==> src/rtl/input_bram_address_generator_pkg.sv <==
// Shared types and sizing for the input-BRAM address generator.
package input_bram_address_generator_pkg;
   localparam int unsigned CH_W       = 8;
   localparam int unsigned ROW_W      = 8;
   localparam int unsigned COL_W      = 8;
   localparam int unsigned STR_W      = 3;
   localparam int unsigned BRAM_DEPTH = 224 * 224;
   localparam int unsigned AW         = $clog2(BRAM_DEPTH);
   // common width of one nested-counter level (max of ch/row/col widths)
   localparam int unsigned VW         = 8;

   localparam logic MODE_CHW = 1'b0;
   localparam logic MODE_HWC = 1'b1;

   typedef enum logic [1:0] {IDLE, SETUP, RUN, DONE} addr_gen_state_t;

   typedef struct packed {
      logic             mode;
      logic [CH_W-1:0]  num_channel;
      logic [ROW_W-1:0] start_row;
      logic [ROW_W-1:0] end_row;
      logic [COL_W-1:0] num_col;
      logic [STR_W-1:0] stride;
      logic [AW-1:0]    base_addr;
   } cfg_t;
endpackage

==> src/rtl/input_bram_address_generator_if.sv <==
// Config/start and address-stream signals between conv controller, generator and BRAM port.
interface input_bram_address_generator_if;
   import input_bram_address_generator_pkg::*;

   logic             start;
   logic             mode;
   logic [CH_W-1:0]  num_channel;
   logic [ROW_W-1:0] start_row;
   logic [ROW_W-1:0] end_row;
   logic [COL_W-1:0] num_col;
   logic [STR_W-1:0] stride;
   logic [AW-1:0]    base_addr;
   logic             addr_ready;
   logic             addr_valid;
   logic [AW-1:0]    addr;
   logic [CH_W-1:0]  channel;
   logic [ROW_W-1:0] row;
   logic [COL_W-1:0] col;
   logic             last;
   logic             busy;
   logic             done;
   logic             err;

   modport master (
      output start, mode, num_channel, start_row, end_row, num_col, stride, base_addr, addr_ready,
      input  addr_valid, addr, channel, row, col, last, busy, done, err
   );
   modport slave (
      input  start, mode, num_channel, start_row, end_row, num_col, stride, base_addr, addr_ready,
      output addr_valid, addr, channel, row, col, last, busy, done, err
   );
endinterface

==> src/rtl/input_bram_address_generator_nested_counter.sv <==
// Three-level wrap counter: level 0 innermost; tracks level values and a running address
// using add-only updates, with outer-level base registers reloaded on wrap.
module input_bram_address_generator_nested_counter
   import input_bram_address_generator_pkg::*;
(
   input  logic                clk,
   input  logic                rst,
   input  logic                load,
   input  logic                advance,
   input  logic [2:0][VW-1:0]  val_init,
   input  logic [2:0][VW-1:0]  val_step,
   input  logic [2:0][VW-1:0]  val_max,
   input  logic [2:0][AW-1:0]  addr_step,
   input  logic [AW-1:0]       addr_init,
   output logic [2:0][VW-1:0]  val,
   output logic [AW-1:0]       addr,
   output logic                last
);
   logic [2:0][VW-1:0] val_n;
   logic [AW-1:0]      addr_n, base1, base1_n, base2, base2_n;
   logic               last_n, e0, e1, e2;

   // a level is final when one more step would pass its inclusive maximum
   function automatic logic at_end(input logic [VW-1:0] v, input logic [VW-1:0] s,
                                   input logic [VW-1:0] m);
      return ((VW+1)'(v) + (VW+1)'(s)) > (VW+1)'(m);
   endfunction

   function automatic logic [VW-1:0] add_v(input logic [VW-1:0] a, input logic [VW-1:0] b);
      return VW'((VW+1)'(a) + (VW+1)'(b));
   endfunction

   function automatic logic [AW-1:0] add_a(input logic [AW-1:0] a, input logic [AW-1:0] b);
      return AW'((AW+1)'(a) + (AW+1)'(b));
   endfunction

   always_comb begin
      val_n   = val;
      addr_n  = addr;
      base1_n = base1;
      base2_n = base2;
      last_n  = last;
      e0      = at_end(val[0], val_step[0], val_max[0]);
      e1      = at_end(val[1], val_step[1], val_max[1]);
      e2      = at_end(val[2], val_step[2], val_max[2]);
      if (load) begin
         val_n   = val_init;
         addr_n  = addr_init;
         base1_n = addr_init;
         base2_n = addr_init;
      end else if (advance) begin
         if (!e0) begin
            val_n[0] = add_v(val[0], val_step[0]);
            addr_n   = add_a(addr, addr_step[0]);
         end else if (!e1) begin
            val_n[0] = val_init[0];
            val_n[1] = add_v(val[1], val_step[1]);
            base1_n  = add_a(base1, addr_step[1]);
            addr_n   = base1_n;
         end else if (!e2) begin
            val_n[0] = val_init[0];
            val_n[1] = val_init[1];
            val_n[2] = add_v(val[2], val_step[2]);
            base2_n  = add_a(base2, addr_step[2]);
            base1_n  = base2_n;
            addr_n   = base2_n;
         end
      end
      if (load || advance) begin
         last_n = !(advance && e0 && e1 && e2) &&
                  at_end(val_n[0], val_step[0], val_max[0]) &&
                  at_end(val_n[1], val_step[1], val_max[1]) &&
                  at_end(val_n[2], val_step[2], val_max[2]);
      end
   end

   always_ff @(posedge clk or posedge rst) begin
      if (rst) begin
         val   <= '0;
         addr  <= '0;
         base1 <= '0;
         base2 <= '0;
         last  <= 1'b0;
      end else begin
         val   <= val_n;
         addr  <= addr_n;
         base1 <= base1_n;
         base2 <= base2_n;
         last  <= last_n;
      end
   end
endmodule

==> src/rtl/input_bram_address_generator.sv <==
// Streams input-BRAM read addresses for a row batch in CHW or HWC order with stride and base offset.
module input_bram_address_generator
   import input_bram_address_generator_pkg::*;
(
   input  logic                          clk,
   input  logic                          rst,
   input_bram_address_generator_if.slave bus
);
   addr_gen_state_t    state;
   cfg_t               cfg;
   logic [2:0][AW-1:0] astep;
   logic               addr_valid, busy, done, err;
   logic               load, advance, bad_cfg;
   logic [2:0][VW-1:0] vinit, vstep, vmax, val;
   logic [AW-1:0]      addr, rows, plane, sw, sc, swc;
   logic               last;

   assign load    = (state == RUN) && !addr_valid;
   assign advance = addr_valid && bus.addr_ready;
   assign bad_cfg = (bus.num_channel == '0) || (bus.num_col == '0) || (bus.stride == '0) ||
                    (bus.end_row < bus.start_row);

   // level mapping: CHW = col/row/ch, HWC = ch/col/row (innermost first)
   always_comb begin
      vinit = '0;
      vstep = '0;
      vmax  = '0;
      if (cfg.mode == MODE_CHW) begin
         vinit[1] = VW'(cfg.start_row);
         vstep[0] = VW'(cfg.stride);
         vstep[1] = VW'(cfg.stride);
         vstep[2] = VW'(1);
         vmax[0]  = VW'(cfg.num_col) - VW'(1);
         vmax[1]  = VW'(cfg.end_row);
         vmax[2]  = VW'(cfg.num_channel) - VW'(1);
      end else begin
         vinit[2] = VW'(cfg.start_row);
         vstep[0] = VW'(1);
         vstep[1] = VW'(cfg.stride);
         vstep[2] = VW'(cfg.stride);
         vmax[0]  = VW'(cfg.num_channel) - VW'(1);
         vmax[1]  = VW'(cfg.num_col) - VW'(1);
         vmax[2]  = VW'(cfg.end_row);
      end
   end

   // stride pre-multiplies, registered once in SETUP
   always_comb begin
      rows  = AW'((AW+1)'(cfg.end_row) - (AW+1)'(cfg.start_row) + (AW+1)'(1));
      plane = AW'((AW+1)'(rows) * (AW+1)'(cfg.num_col));
      sw    = AW'((AW+1)'(cfg.stride) * (AW+1)'(cfg.num_col));
      sc    = AW'((AW+1)'(cfg.stride) * (AW+1)'(cfg.num_channel));
      swc   = AW'((AW+1)'(sw) * (AW+1)'(cfg.num_channel));
   end

   always_ff @(posedge clk or posedge rst) begin
      if (rst) begin
         state      <= IDLE;
         cfg        <= '0;
         astep      <= '0;
         addr_valid <= 1'b0;
         busy       <= 1'b0;
         done       <= 1'b0;
         err        <= 1'b0;
      end else begin
         done <= 1'b0;
         err  <= 1'b0;
         case (state)
            IDLE: begin
               if (bus.start) begin
                  if (bad_cfg) begin
                     err <= 1'b1;
                  end else begin
                     cfg   <= '{mode: bus.mode, num_channel: bus.num_channel,
                                start_row: bus.start_row, end_row: bus.end_row,
                                num_col: bus.num_col, stride: bus.stride,
                                base_addr: bus.base_addr};
                     busy  <= 1'b1;
                     state <= SETUP;
                  end
               end
            end
            SETUP: begin
               if (cfg.mode == MODE_CHW) astep <= {plane, sw, AW'(cfg.stride)};
               else                      astep <= {swc, sc, AW'(1)};
               state <= RUN;
            end
            RUN: begin
               if (load) begin
                  addr_valid <= 1'b1;
               end else if (advance && last) begin
                  addr_valid <= 1'b0;
                  busy       <= 1'b0;
                  done       <= 1'b1;
                  state      <= DONE;
               end
            end
            DONE:    state <= IDLE;
            default: state <= IDLE;
         endcase
      end
   end

   input_bram_address_generator_nested_counter u_counter (
      .clk       (clk),
      .rst       (rst),
      .load      (load),
      .advance   (advance),
      .val_init  (vinit),
      .val_step  (vstep),
      .val_max   (vmax),
      .addr_step (astep),
      .addr_init (cfg.base_addr),
      .val       (val),
      .addr      (addr),
      .last      (last)
   );

   assign bus.addr_valid = addr_valid;
   assign bus.addr       = addr;
   assign bus.last       = last;
   assign bus.busy       = busy;
   assign bus.done       = done;
   assign bus.err        = err;
   assign bus.channel    = (cfg.mode == MODE_HWC) ? CH_W'(val[0])  : CH_W'(val[2]);
   assign bus.row        = (cfg.mode == MODE_HWC) ? ROW_W'(val[2]) : ROW_W'(val[1]);
   assign bus.col        = (cfg.mode == MODE_HWC) ? COL_W'(val[1]) : COL_W'(val[0]);
endmodule

==> src/flat_wrapper.sv <==
// flat-port wrapper written by rule: the top's interface ports become plain ports
module input_bram_address_generator_flat import input_bram_address_generator_pkg::*;
  (clk, rst, bus_start, bus_mode, bus_num_channel, bus_start_row, bus_end_row, bus_num_col, bus_stride, bus_base_addr, bus_addr_ready, bus_addr_valid, bus_addr, bus_channel, bus_row, bus_col, bus_last, bus_busy, bus_done, bus_err);
  input_bram_address_generator_if bus_i ();
  input  logic clk;
  input  logic rst;
  input wire logic [$bits(bus_i.start)-1:0] bus_start;
  input wire logic [$bits(bus_i.mode)-1:0] bus_mode;
  input wire logic [$bits(bus_i.num_channel)-1:0] bus_num_channel;
  input wire logic [$bits(bus_i.start_row)-1:0] bus_start_row;
  input wire logic [$bits(bus_i.end_row)-1:0] bus_end_row;
  input wire logic [$bits(bus_i.num_col)-1:0] bus_num_col;
  input wire logic [$bits(bus_i.stride)-1:0] bus_stride;
  input wire logic [$bits(bus_i.base_addr)-1:0] bus_base_addr;
  input wire logic [$bits(bus_i.addr_ready)-1:0] bus_addr_ready;
  output wire logic [$bits(bus_i.addr_valid)-1:0] bus_addr_valid;
  output wire logic [$bits(bus_i.addr)-1:0] bus_addr;
  output wire logic [$bits(bus_i.channel)-1:0] bus_channel;
  output wire logic [$bits(bus_i.row)-1:0] bus_row;
  output wire logic [$bits(bus_i.col)-1:0] bus_col;
  output wire logic [$bits(bus_i.last)-1:0] bus_last;
  output wire logic [$bits(bus_i.busy)-1:0] bus_busy;
  output wire logic [$bits(bus_i.done)-1:0] bus_done;
  output wire logic [$bits(bus_i.err)-1:0] bus_err;
  assign bus_i.start = bus_start;
  assign bus_i.mode = bus_mode;
  assign bus_i.num_channel = bus_num_channel;
  assign bus_i.start_row = bus_start_row;
  assign bus_i.end_row = bus_end_row;
  assign bus_i.num_col = bus_num_col;
  assign bus_i.stride = bus_stride;
  assign bus_i.base_addr = bus_base_addr;
  assign bus_i.addr_ready = bus_addr_ready;
  assign bus_addr_valid = bus_i.addr_valid;
  assign bus_addr = bus_i.addr;
  assign bus_channel = bus_i.channel;
  assign bus_row = bus_i.row;
  assign bus_col = bus_i.col;
  assign bus_last = bus_i.last;
  assign bus_busy = bus_i.busy;
  assign bus_done = bus_i.done;
  assign bus_err = bus_i.err;
  input_bram_address_generator u_core (.clk(clk), .rst(rst), .bus(bus_i));
endmodule
==> config.mk <==
export PLATFORM = sky130hd
export DESIGN_NAME = input_bram_address_generator_flat
export DESIGN_NICKNAME = d
export VERILOG_FILES = /design/src/rtl/input_bram_address_generator_pkg.sv /design/src/rtl/input_bram_address_generator_if.sv /design/src/rtl/input_bram_address_generator_nested_counter.sv /design/src/rtl/input_bram_address_generator.sv /design/src/flat_wrapper.sv
export SDC_FILE = /design/constraint.sdc
export NUM_CORES = 1
export LEC_CHECK = 0
export CAP_MARGIN = 20
export CORE_AREA = 10 10 196 198
export DETAILED_ROUTE_END_ITERATION = 10
export DIE_AREA = 0 0 206 208
export PLACE_DENSITY = 0.73
export SYNTH_ARGS = -nofsm -noshare
export SYNTH_HDL_FRONTEND = slang
export SYNTH_SLANG_ARGS = --single-unit
==> constraint.sdc <==
create_clock -name clk -period 9.35 [get_ports clk]
set_clock_uncertainty 0.05 [all_clocks]
set_input_delay 1.4025 -clock clk [delete_from_list [all_inputs] [get_ports clk]]
set_output_delay 1.4025 -clock clk [all_outputs]
set_load 0.02 [all_outputs]
**After elaboration in Yosys (flattened, before gate mapping)**

Index checks and enable logic that the tools add are counted.

- Word-level logic and storage cells: 132
- Register bits: 179
- Input bits: 56
- Output and inout bits: 45

- Bitwise gates (word level): 1
- Equal/unequal tests: 10
- $lt $le $gt $ge: 7
- Reduce and logical (&&, ||, !) cells: 31
- Add/subtract/negate cells: 13
- Multipliers: 4
- Mux-type cells: 44

Operator list:

| kind | number |
|---|---|
| $mux W16 | 14 |
| $mux W24 | 4 |
| $mux W8 | 7 |
| $add A8 B8 Y9 | 6 |
| $gt A9 B8 Y1 | 6 |
| $add A16 B16 Y16 | 3 |
| $mux W48 | 1 |
| $mul A3 B8 Y11 | 2 |
| $mux W19 | 1 |
| $add A16 B1 Y16 const B | 1 |
| $logic_not A8 Y1 | 2 |
| $mul A11 B8 Y16 | 1 |
| $mul A16 B8 Y16 | 1 |
| $sub A8 B1 Y8 const B | 2 |
| $mux W1 | 11 |
| $ne A2 B2 Y1 const B | 5 |
| $reduce_bool A2 Y1 | 5 |
| $logic_and A1 B1 Y1 | 9 |
| $sub A8 B8 Y9 | 1 |
| $lt A8 B8 Y1 | 1 |
| $mux W2 | 4 |
| $pmux W2 S4 | 1 |
| $reduce_and A4 Y1 | 2 |
| $reduce_and A3 Y1 | 2 |
| other kinds (12) | 18 |

**Longest topological paths before layout**

Gate-level depths: netlist of run 1.

- Depth in word-level cells: 13
- Mapped depth: 38
- Mapped depth without buffers: 33

**Cells and area by module**

From an unflattened synthesis of run 1, not the netlist that was laid out.

- Cell total of the unflattened synthesis: 2307
- Area total of the unflattened synthesis: 20345.8 µm²

Modules (own cells, without submodules):

| module | area an instance (µm²) | cells each | sequential area each (µm²) | times used |
|---|---|---|---|---|
| input_bram_address_generator | 11718.7 | 1310 | 2202.1 | 1 |
| input_bram_address_generator_nested_counter | 8627.0 | 997 | 1826.8 | 1 |

**Least setup slack after synthesis of run 1**

No wires, ideal clock.

- Kind: flip-flop to flip-flop
- Start point: register u_core.cfg[51] (netlist bit)
- End point: register u_core.u_counter.last
- Required time: 9.167 ns
- Period minus slack after synthesis: 7.172 ns
- Setup slack: 2.178 ns
- Cell stages (with the launch flop): 37
- Setup time: 0.133 ns
- Path buffers: 7
- Arrival: 6.989 ns
- Path through: dfrtp_1 buf_2 clkbuf_1 buf_1 buf_1 nor2_1 ha_1 a21o_1 a21oi_1 nor2_1 xor2_1 ha_1 nand4_1 or2_0 buf_2 a32o_1 a21oi_4 nor3_2 buf_6 clkbuf_1 nand2_1 a31oi_1 ha_1 ha_1 o21ai_0 o21ai_0 xnor2_1 ha_1 o21a_1 o21a_1 o21a_1 o21a_1 o21a_1 o21a_1 o22a_1 a41oi_1 o41ai_2

RTL lines:

| item | line | text |
|---|---|---|
| from (decl) | input_bram_address_generator.sv:10 | `cfg_t cfg;` |
| from (signal assigned) | input_bram_address_generator.sv:74 | `cfg <= '{mode: bus.mode, num_channel: bus.num_channel,` |
| to (signal assigned) | input_bram_address_generator_nested_counter.sv:89 | `last <= last_n;` |
| to (decl) | input_bram_address_generator_nested_counter.sv:17 | `output logic last` |

==> flow_summary_export.csv, run 1 <==
group,metric,value,unit
outcome,status,"complete, no violations",
logic_synthesis,synth.top_cell.area_share,21.46,%
critical_path,crit_path_end_kind,"flop",
flow_run,max_cap_violations,0,
clock_network,numCtsBuffers,17,
floorplanning,pin_count,101,
timing,max_freq,119.3,MHz
clock_network,clk_pin_slew_worst_paths,0.08,ns
logic_synthesis,post_synth_instance_area,18770,µm²
placed_design,hpwl,41.82,mm
drt,drc,0,
drt,ant_nets,0,
clock_network,cts-root-buf,"clkbuf_16",
timing,drv_slew,0,
logic_synthesis,synthCells,2152,
timing,rsz0062_at_grt,"no",
critical_path,critPathTopFamily,"compound AO/OA/AOI/OAI gates",
timing,timing.final.crit_share,89.62,%
logic_synthesis,ys_seq_elements,161,
critical_path,startpoint_type,"flop",
floorplanning,die_h,208,µm
logic_synthesis,ys_types,88,
timing,worst_pin_slew,0.8925,ns
final_layout,syn_to_final_growth,10.66,%
drt,vias,15944,
logic_synthesis,netlist_top_cells_count,"nand2_1 (280), inv_1 (208), ha_1 (186)",
logic_synthesis,yosys_warnings,0,
floorplanning,start_util,54.62,%
timing,hold_violations,0,
logic_synthesis,yosys.cell_count.top_type,"nand2_1",
final_layout,drive_gt1_share,7.848,%
timing,setup_viol,0,
floorplanning,core.rowCount,68,
global_routing,gr-total-overflow,0,
logic_synthesis,ys.flop_type,"dfrtp_1",
logic_synthesis,syn_avg_cell_area,8.724,µm²
placed_design,place_congestion,0.9281,
floorplanning,design.die.area,42850,µm²
global_routing,grt_antenna_before_repair,0,
logic_synthesis,synth_enable_flop_cells,0,
placed_design,io_buffers,100,
logic_synthesis,async_flop_share,100.0,%
floorplanning,core_area,34370,µm²
drt,wl,53.61,mm
clock_network,h-tree-depth,4,
critical_path,cp.arrival,8.67,ns
timing,slew_headroom,40.50,%
final_layout,utilization,60.44,%
critical_path,crit_path_max_fanout,24,
drt,firstDrtPassIters,5,
floorplanning,die_x,206,µm
global_routing,grt_pass1_wl,88.09,mm
logic_synthesis,syn-num-nets,2528,
clock_network,cts_tree,"yes",
final_layout,layout.nets,2580,
critical_path,cp.buffers_inverters,2,
critical_path,crit_path_max_incr_delay,0.91,ns
global_routing,grtUsageTotal,25.62,%
worst_hold_path,hold_class,"flop to flop",
clock_network,worstSkewPairLatency,0.46,ns
timing,final.setup.tns,0,ns
critical_path,crit_path_top_delay_cell,"dfrtp_1",
global_routing,grt_pass1_vias,16302,
logic_synthesis,synth_top_cell_by_area,"dfrtp_1",
critical_path,required,9.64,ns
clock_network,cts_hold_buffers,0,
global_routing,grt_max_degree,68,
drt,vias_per_cell,5.965,
clock_network,cts_sinks,161,
drt,wl_per_cell,20.06,µm
critical_path,criticalPathCategory,"flop to flop",
logic_synthesis,synthTopCellsByArea,"dfrtp_1 (21%), fa_1 (14%), ha_1 (12%)",
clock_network,post_cts_buffers,0,
logic_synthesis,ys_seq_area_share,21.46,%
timing,min_period,8.379,ns
critical_path,cpMostUsedCell,"o21a_1",
clock_network,cts_resized,0,
drt,dr.first_iter.drc_count,1416,
clock_network,clockBufferDepth,2,
[area by class of cell]
type,instances,area (µm²)
Fill cell,3003,13600
Multi-Input combinational cell,1688,13600
Sequential cell,161,4033
Timing Repair Buffer,128,1211
Inverter,208,785.8
Tap cell,455,569.3
Clock buffer,19,432.9
Clock inverter,13,146.4
Antenna cell,1,2.502
[registers in the layout (all words and copies together), names as in the netlist, 2 cells and up]
signal	flops
u_core.state	2
u_core.cfg	52
u_core.u_counter.base2	16
u_core.u_counter.val	24
u_core.u_counter.base1	16
u_core.astep	30
u_core.u_counter.addr	16
[layout by cell type, fill, tap and decap left out, drive strengths merged, types with 10 or more instances in the layout]
| cell | synthesis | final |
|---|---|---|
| nand2 | 280 | 280 |
| inv | 208 | 215 |
| ha | 186 | 186 |
| dfrtp | 161 | 161 |
| fa | 134 | 134 |
| nor2 | 133 | 133 |
| a21oi | 116 | 116 |
| clkdlybuf4s50 | 0 | 100 |
| o21ai | 96 | 96 |
| and2 | 90 | 90 |
| xnor2 | 87 | 87 |
| mux2 | 77 | 77 |
| xor2 | 45 | 45 |
| nand3 | 44 | 44 |
| nor3 | 34 | 34 |
| mux2i | 32 | 32 |
| a21o | 30 | 30 |
| nor2b | 29 | 29 |
| buf | 24 | 28 |
| a31oi | 28 | 28 |
| nand4 | 20 | 20 |
| nand2b | 19 | 19 |
| o21a | 19 | 19 |
| clkbuf | 71 | 19 |
| o211ai | 18 | 18 |
| a211oi | 17 | 17 |
| and3 | 16 | 16 |
| o31ai | 11 | 11 |
| o21bai | 10 | 10 |
[stage by stage]
step	std cells	cell area (µm²)	hold slack (ns)	setup slack [ns]
6_report	2673	20780	0.4641	0.9705
2_1_floorplan	2152	18770	0.4165	2.178
4_1_cts	2672	20770	0.4674	1.106
3_5_place_dp	2640	20190	0.4479	1.154
3_3_place_gp	2640	20190	0.4452	1.441
5_1_grt	2672	20770	0.4811	0.4591
[worst paths after layout]
path / cells past startpoint / slack [ns] / to / start
max: 32 / 0.97 / u_core.u_counter.last$_DFFE_PP0P_ / u_core.cfg[17]$_DFFE_PP0P_
min: 1 / 0.46 / u_core.cfg[12]$_DFFE_PP0P_ / u_core.cfg[12]$_DFFE_PP0P_
max reg2reg: 32 / 0.97 / u_core.u_counter.last$_DFFE_PP0P_ / u_core.cfg[17]$_DFFE_PP0P_
min reg2reg: 1 / 0.46 / u_core.cfg[12]$_DFFE_PP0P_ / u_core.cfg[12]$_DFFE_PP0P_
max in group asynchronous: 3 / 6.72 / u_core.astep[45]$_DFFE_PP0N_ / rst
min in group asynchronous: 2 / 1.29 / u_core.u_counter.val[15]$_DFF_PP0_ / rst
[routing by layer]
metal | routed length, µm | global-route usage (%) | vias up
li1 | - | - | 7423
met1 | 23230 | 34.68 | 7838
met2 | 25210 | 40.98 | 579
met3 | 3498 | 3.372 | 104
met4 | 1666 | 9.257 | 0
met5 | 0 | 0 | -
[cell families after synthesis]
family                   synth area share, %
buffers and inverters                  6.231
AO/OA/AOI/OAI                          14.74
AND/OR/NAND/NOR                        18.05
adder cells (fa/ha/maj)                26.68
flip-flops                             21.46
XOR/XNOR                               6.518
multiplexers                           6.325
[worst reg2reg max path, delay by kind of cell (launching register included)]
family	cells	cell delay, ns
DFF	1	0.91
adders and majority gates	5	1.47
xor gates and xnor gates	2	0.29
buffers and inverters	2	0.62
AOI/OAI and AO/OA	16	3.51
and+or+nand+nor	7	1.42
Power of run 1 is not shown: default switching activity piles up to over one toggle a cycle in this logic, so the estimate is an artifact.
==> run 2: changes to the inputs <==
CORE_AREA = 5 5 199 201   (was 10 10 196 198)
DIE_AREA = 0 0 204 206   (was 0 0 206 208)
SYNTH_HIERARCHICAL = 1   (was default)
==> flow_summary_export.csv, run 2 <==
group,metric,value,unit
final_layout,largestRegisters,"u_core/cfg x52, u_core/astep x30, u_core/u_counter/val x24",
clock_network,worstSkewPairLatency,0.47,ns
logic_synthesis,ys_seq_area_share,19.80,%
critical_path,startpoint_type,"flop",
floorplanning,core.rowCount,71,
timing,hold_ws,0.4534,ns
logic_synthesis,synth.top_cell.area_share,19.80,%
clock_network,cts_resized,0,
flow_run,max_cap_violations,0,
clock_network,cts-root-buf,"clkbuf_16",
floorplanning,start_util,54.40,%
clock_network,cts_hold_buffers,0,
logic_synthesis,async_flop_share,100.0,%
drt,firstDrtPassIters,6,
timing,min_period,7.920,ns
logic_synthesis,synthCells,2307,
logic_synthesis,ys.flop_type,"dfrtp_1",
timing,setup_viol,0,
global_routing,grt_max_degree,74,
drt,dr.first_iter.drc_count,1115,
final_layout,drive_gt1_share,6.112,%
critical_path,cpMostUsedCell,"a21oi_1",
timing,timing.final.crit_share,84.70,%
critical_path,crit_path_end_kind,"flop",
drt,drc,0,
floorplanning,design.die.area,42020,µm²
final_layout,final_common_cell,"inv_1",
clock_network,clk_pin_slew_worst_paths,0.08,ns
clock_network,h-tree-depth,4,
drt,wl_per_cell,19.29,µm
final_layout,syn_to_final_growth,11.18,%
timing,rsz0062_at_grt,"no",
timing,worst_pin_slew,0.9872,ns
critical_path,critPathTopFamily,"simple AND/OR/NAND/NOR gates",
global_routing,grt_pass1_vias,16948,
placed_design,io_buffers,100,
drt,vias,16929,
critical_path,crit_path_max_fanout,32,
logic_synthesis,synth_enable_flop_cells,0,
clock_network,numCtsBuffers,17,
placed_design,place_congestion,0.9319,
critical_path,crit_path_top_delay_cell,"nor2_4",
global_routing,grt_antenna_before_repair,1,
timing,max_freq,126.3,MHz
placed_design,hpwl,43.88,mm
final_layout,antenna_cells,0,
global_routing,grt_pass1_wl,90.71,mm
clock_network,post_cts_buffers,0,
floorplanning,die_x,204,µm
timing,hold_violations,0,
final_layout,layout.nets,2854,
timing,drv_slew,0,
floorplanning,die_h,206,µm
clock_network,cts_sinks,161,
global_routing,grtUsageTotal,27.20,%
critical_path,criticalPathCategory,"flop to flop",
logic_synthesis,ys_seq_elements,161,
critical_path,crit_path_max_incr_delay,0.76,ns
logic_synthesis,synthTopCellsByArea,"dfrtp_1 (20%), ha_1 (15%), fa_1 (13%)",
final_layout,largest_reg_flops,52,
logic_synthesis,syn_avg_cell_area,8.819,µm²
drt,vias_per_cell,5.741,
floorplanning,pin_count,101,
logic_synthesis,yosys_warnings,6,
clock_network,cts_tree,"yes",
clock_network,clockBufferDepth,2,
global_routing,gr-total-overflow,0,
worst_hold_path,hold_class,"flop to flop",
floorplanning,core_area,37400,µm²
final_layout,largest_register,"u_core/cfg",
critical_path,cp.arrival,8.23,ns
drt,wl,56.87,mm
drt,ant_nets,0,
outcome,status,"complete, no violations",
logic_synthesis,yosys.cell_count.top_type,"inv_1",
critical_path,cp.buffers_inverters,1,
logic_synthesis,ys_types,98,
critical_path,required,9.66,ns
timing,final.setup.tns,0,ns
timing,slew_headroom,33.71,%
final_layout,final_cell_mix,"inv_1 (295), ha_1 (236), nand2_1 (168)",
final_layout,utilization,60.48,%
logic_synthesis,netlist_top_cells_count,"inv_1 (297), ha_1 (237), nand2_1 (168)",
logic_synthesis,synth_top_cell_by_area,"dfrtp_1",
logic_synthesis,post_synth_instance_area,20350,µm²
-- run 2: cell types whose count changed in the layout (fill, tap and decap cells not counted), moves of 15 or more --
cell,change
a21oi_1,+15
and2_1,+25
conb_1,+59
ha_1,+51
inv_1,+88
mux2_1,+46
mux2_2,-34
mux2i_1,+24
nand2_1,-112
nand3_1,-27
nor2_1,+16
-- run 2: area by class of cell --
type / instances / area, µm²
tap: 511 / 639.4
clock inverter: 12 / 148.9
timing repair buffer: 123 / 1194
sequential: 161 / 4033
fill: 3283 / 14780
clock buffer: 19 / 442.9
inverter: 299 / 1125
multi-input combinational: 1824 / 15040
-- run 2: cell families (layout without fill, tap and decap cells) --
family,count (synthesis),after routing,synth area share [%]
xor+xnor,130,130,5.596
other cells,1,59,0.01843
fa+ha+maj,372,372,27.86
compound gates,491,491,16.04
mux,145,145,7.681
simple gates,627,627,15.60
flops,161,161,19.80
buf+inv,380,453,7.404
-- run 2: worst paths after layout --
| path | startpoint | slack, ns | endpoint | depth (start not counted) |
|---|---|---|---|---|
| setup / recovery | u_core/cfg[51]$_DFFE_PP0P_ | 1.43 | u_core/u_counter/last$_DFFE_PP0P_ | 32 |
| setup reg to reg | u_core/cfg[51]$_DFFE_PP0P_ | 1.43 | u_core/u_counter/last$_DFFE_PP0P_ | 32 |
| max in group asynchronous | rst | 6.62 | u_core/cfg[51]$_DFFE_PP0P_ | 3 |
| hold / removal | u_core/cfg[4]$_DFFE_PP0P_ | 0.45 | u_core/cfg[4]$_DFFE_PP0P_ | 1 |
| hold reg to reg | u_core/cfg[4]$_DFFE_PP0P_ | 0.45 | u_core/cfg[4]$_DFFE_PP0P_ | 1 |
| min in group asynchronous | rst | 1.24 | u_core/astep[16]$_DFFE_PP0N_ | 2 |
-- run 2: metal layers --
layer  vias to the layer above  part of all wire, %  track usage [%]
met4                         0                  2.3            7.107
met3                        81                  5.7            3.829
li1                       8034                    -                -
met5                         -                    0                0
met1                      8287                   44            37.39
met2                       527                   48            45.58
-- run 2: through the flow --
step                instance area, µm²  instances  setup WS, ns
finish                           22620       2949         1.430
global route                     22620       2949        0.9018
CTS                              22590       2948         1.535
detailed placement               22000       2917         1.568
global placement                 22000       2917         1.697
floorplan                        20560       2365         2.558
-- run 2: worst register-to-register path: cells and delay by family, from the launching register on --
kind / cells / cell delay (ns)
AO/OA/AOI/OAI: 15 / 2.48
XOR/XNOR: 2 / 0.29
adder cells (fa/ha/maj): 5 / 1.49
buffers and inverters: 1 / 0.30
flip-flops: 1 / 0.64
AND/OR/NAND/NOR: 9 / 2.57
Power of run 2 is left out for the same reason.
==> run 3: changes to the inputs <==
clock period = 8.25 ns   (was 9.35 ns; I/O delays follow)
==> flow_summary_export.csv, run 3 (same netlist as run 2, synthesis figures left out) <==
group,metric,value,unit
outcome,status,"complete, no violations",
worst_hold_path,hold_class,"flop to flop",
timing,final.setup.tns,0,ns
floorplanning,start_util,54.40,%
clock_network,cts_sinks,161,
drt,firstDrtPassIters,5,
global_routing,grtUsageTotal,26.81,%
drt,vias_per_cell,5.805,
clock_network,cts_tree,"yes",
final_layout,layout.nets,2858,
drt,drc,0,
drt,ant_nets,0,
final_layout,largest_reg_flops,52,
timing,drv_slew,0,
global_routing,grt_pass1_vias,17408,
placed_design,dp_slack,0.3296,ns
critical_path,critPathTopFamily,"adder cells",
placed_design,place_congestion,0.9621,
critical_path,required,8.52,ns
timing,timing.final.crit_share,93.45,%
final_layout,final_common_cell,"inv_1",
floorplanning,design.die.area,42020,µm²
timing,rsz0062_at_grt,"no",
global_routing,busiest_layer,"met2",
final_layout,antenna_cells,0,
timing,worst_pin_slew,0.9323,ns
global_routing,grt_max_degree,74,
global_routing,grt_antenna_before_repair,0,
timing,fin_ws,0.5401,ns
final_layout,final-seq-area,4034,µm²
clock_network,h-tree-depth,4,
global_routing,use_met1,35.57,%
clock_network,clockBufferDepth,2,
final_layout,final_cell_mix,"inv_1 (295), ha_1 (236), nand2_1 (168)",
drt,wl_per_cell,19.18,µm
clock_network,clk_pin_slew_worst_paths,0.08,ns
drt,wl,56.65,mm
timing,min_period,7.710,ns
floorplanning,core_area,37400,µm²
critical_path,cp.buffers_inverters,6,
flow_run,max_cap_violations,0,
final_layout,syn_to_final_growth,11.28,%
placed_design,hpwl,44.47,mm
clock_network,worstSkewPairLatency,0.46,ns
critical_path,cp.arrival,7.98,ns
final_layout,largest_register,"u_core/cfg",
drt,dr.first_iter.drc_count,1194,
critical_path,startpoint_type,"flop",
placed_design,io_buffers,100,
critical_path,crit_path_max_fanout,17,
global_routing,use_met2,43.02,%
floorplanning,core.rowCount,71,
critical_path,criticalPathCategory,"flop to flop",
global_routing,grt_pass1_wl,89.93,mm
floorplanning,die_h,206,µm
timing,max_freq,129.7,MHz
critical_path,crit_path_max_incr_delay,0.72,ns
clock_network,numCtsBuffers,17,
final_layout,fillers,3268,
final_layout,multi_input_area,15040,µm²
final_layout,largestRegisters,"u_core/cfg x52, u_core/astep x30, u_core/u_counter/val x24",
drt,vias,17147,
timing,setup_viol,0,
global_routing,met3_usage,5.366,%
floorplanning,pin_count,101,
critical_path,crit_path_end_kind,"flop",
critical_path,crit_path_top_delay_cell,"a21oi_1",
timing,hold_violations,0,
clock_network,cts-root-buf,"clkbuf_16",
global_routing,gr-total-overflow,0,
floorplanning,die_x,204,µm
timing,slew_headroom,37.84,%
final_layout,drive_gt1_share,6.345,%
clock_network,post_cts_buffers,0,
critical_path,cpMostUsedCell,"fa_1",
final_layout,utilization,60.54,%
-- run 3: changes by cell type in the layout (fill, tap and decap cells not counted) --
cell | previous run | this run
buf_4 | 22 | 26
dfrtp_1 | 160 | 159
inv_8 | 3 | 4
inv_6 | 3 | 4
bufinv_16 | 2 | 1
dfrtp_2 | 0 | 1
-- run 3: final timing paths --
check	startpoint	end	slack (ns)	cells after the start
worst max-delay path	u_core/cfg[17]$_DFFE_PP0P_	u_core/astep[47]$_DFFE_PP0N_	0.54	27
worst min-delay path	u_core/cfg[7]$_DFFE_PP0P_	u_core/cfg[7]$_DFFE_PP0P_	0.45	1
worst max register to register	u_core/cfg[17]$_DFFE_PP0P_	u_core/astep[47]$_DFFE_PP0N_	0.54	27
worst min register to register	u_core/cfg[7]$_DFFE_PP0P_	u_core/cfg[7]$_DFFE_PP0P_	0.45	1
min in group asynchronous	rst	u_core/u_counter/val[3]$_DFF_PP0_	1.20	3
max in group asynchronous	rst	u_core/astep[41]$_DFFE_PP0N_	5.86	3
-- run 3: layout make-up --
cell class	instances	share of cell area, %
clock buffer	19	1.956
clock inverter	13	0.6134
inverter	299	4.968
multi-input combinational	1824	66.42
sequential	161	17.82
tap	511	2.824
timing repair buffer	127	5.404
-- run 3: layer usage --
layer	wire, µm	vias to the layer above
met2	26100	613
li1	-	8031
met4	2552	0
met1	24190	8357
met5	0	-
met3	3807	146
-- run 3: through the flow --
stage | cell area (µm²) | hold slack [ns] | std cells
floorplan | 20560 | 0.4109 | 2365
global placement | 22030 | 0.4290 | 2921
detailed placement | 22030 | 0.4321 | 2921
CTS | 22610 | 0.4542 | 2953
global route | 22640 | 0.4696 | 2954
finish | 22640 | 0.4519 | 2954
-- run 3: timing repair --
action / 4_1_cts / 5_1_grt
hold buffers: 0 / 0
resized for setup: 0 / 1
setup endpoints to repair: 0 / 1
Power of run 3 is left out for the same reason.
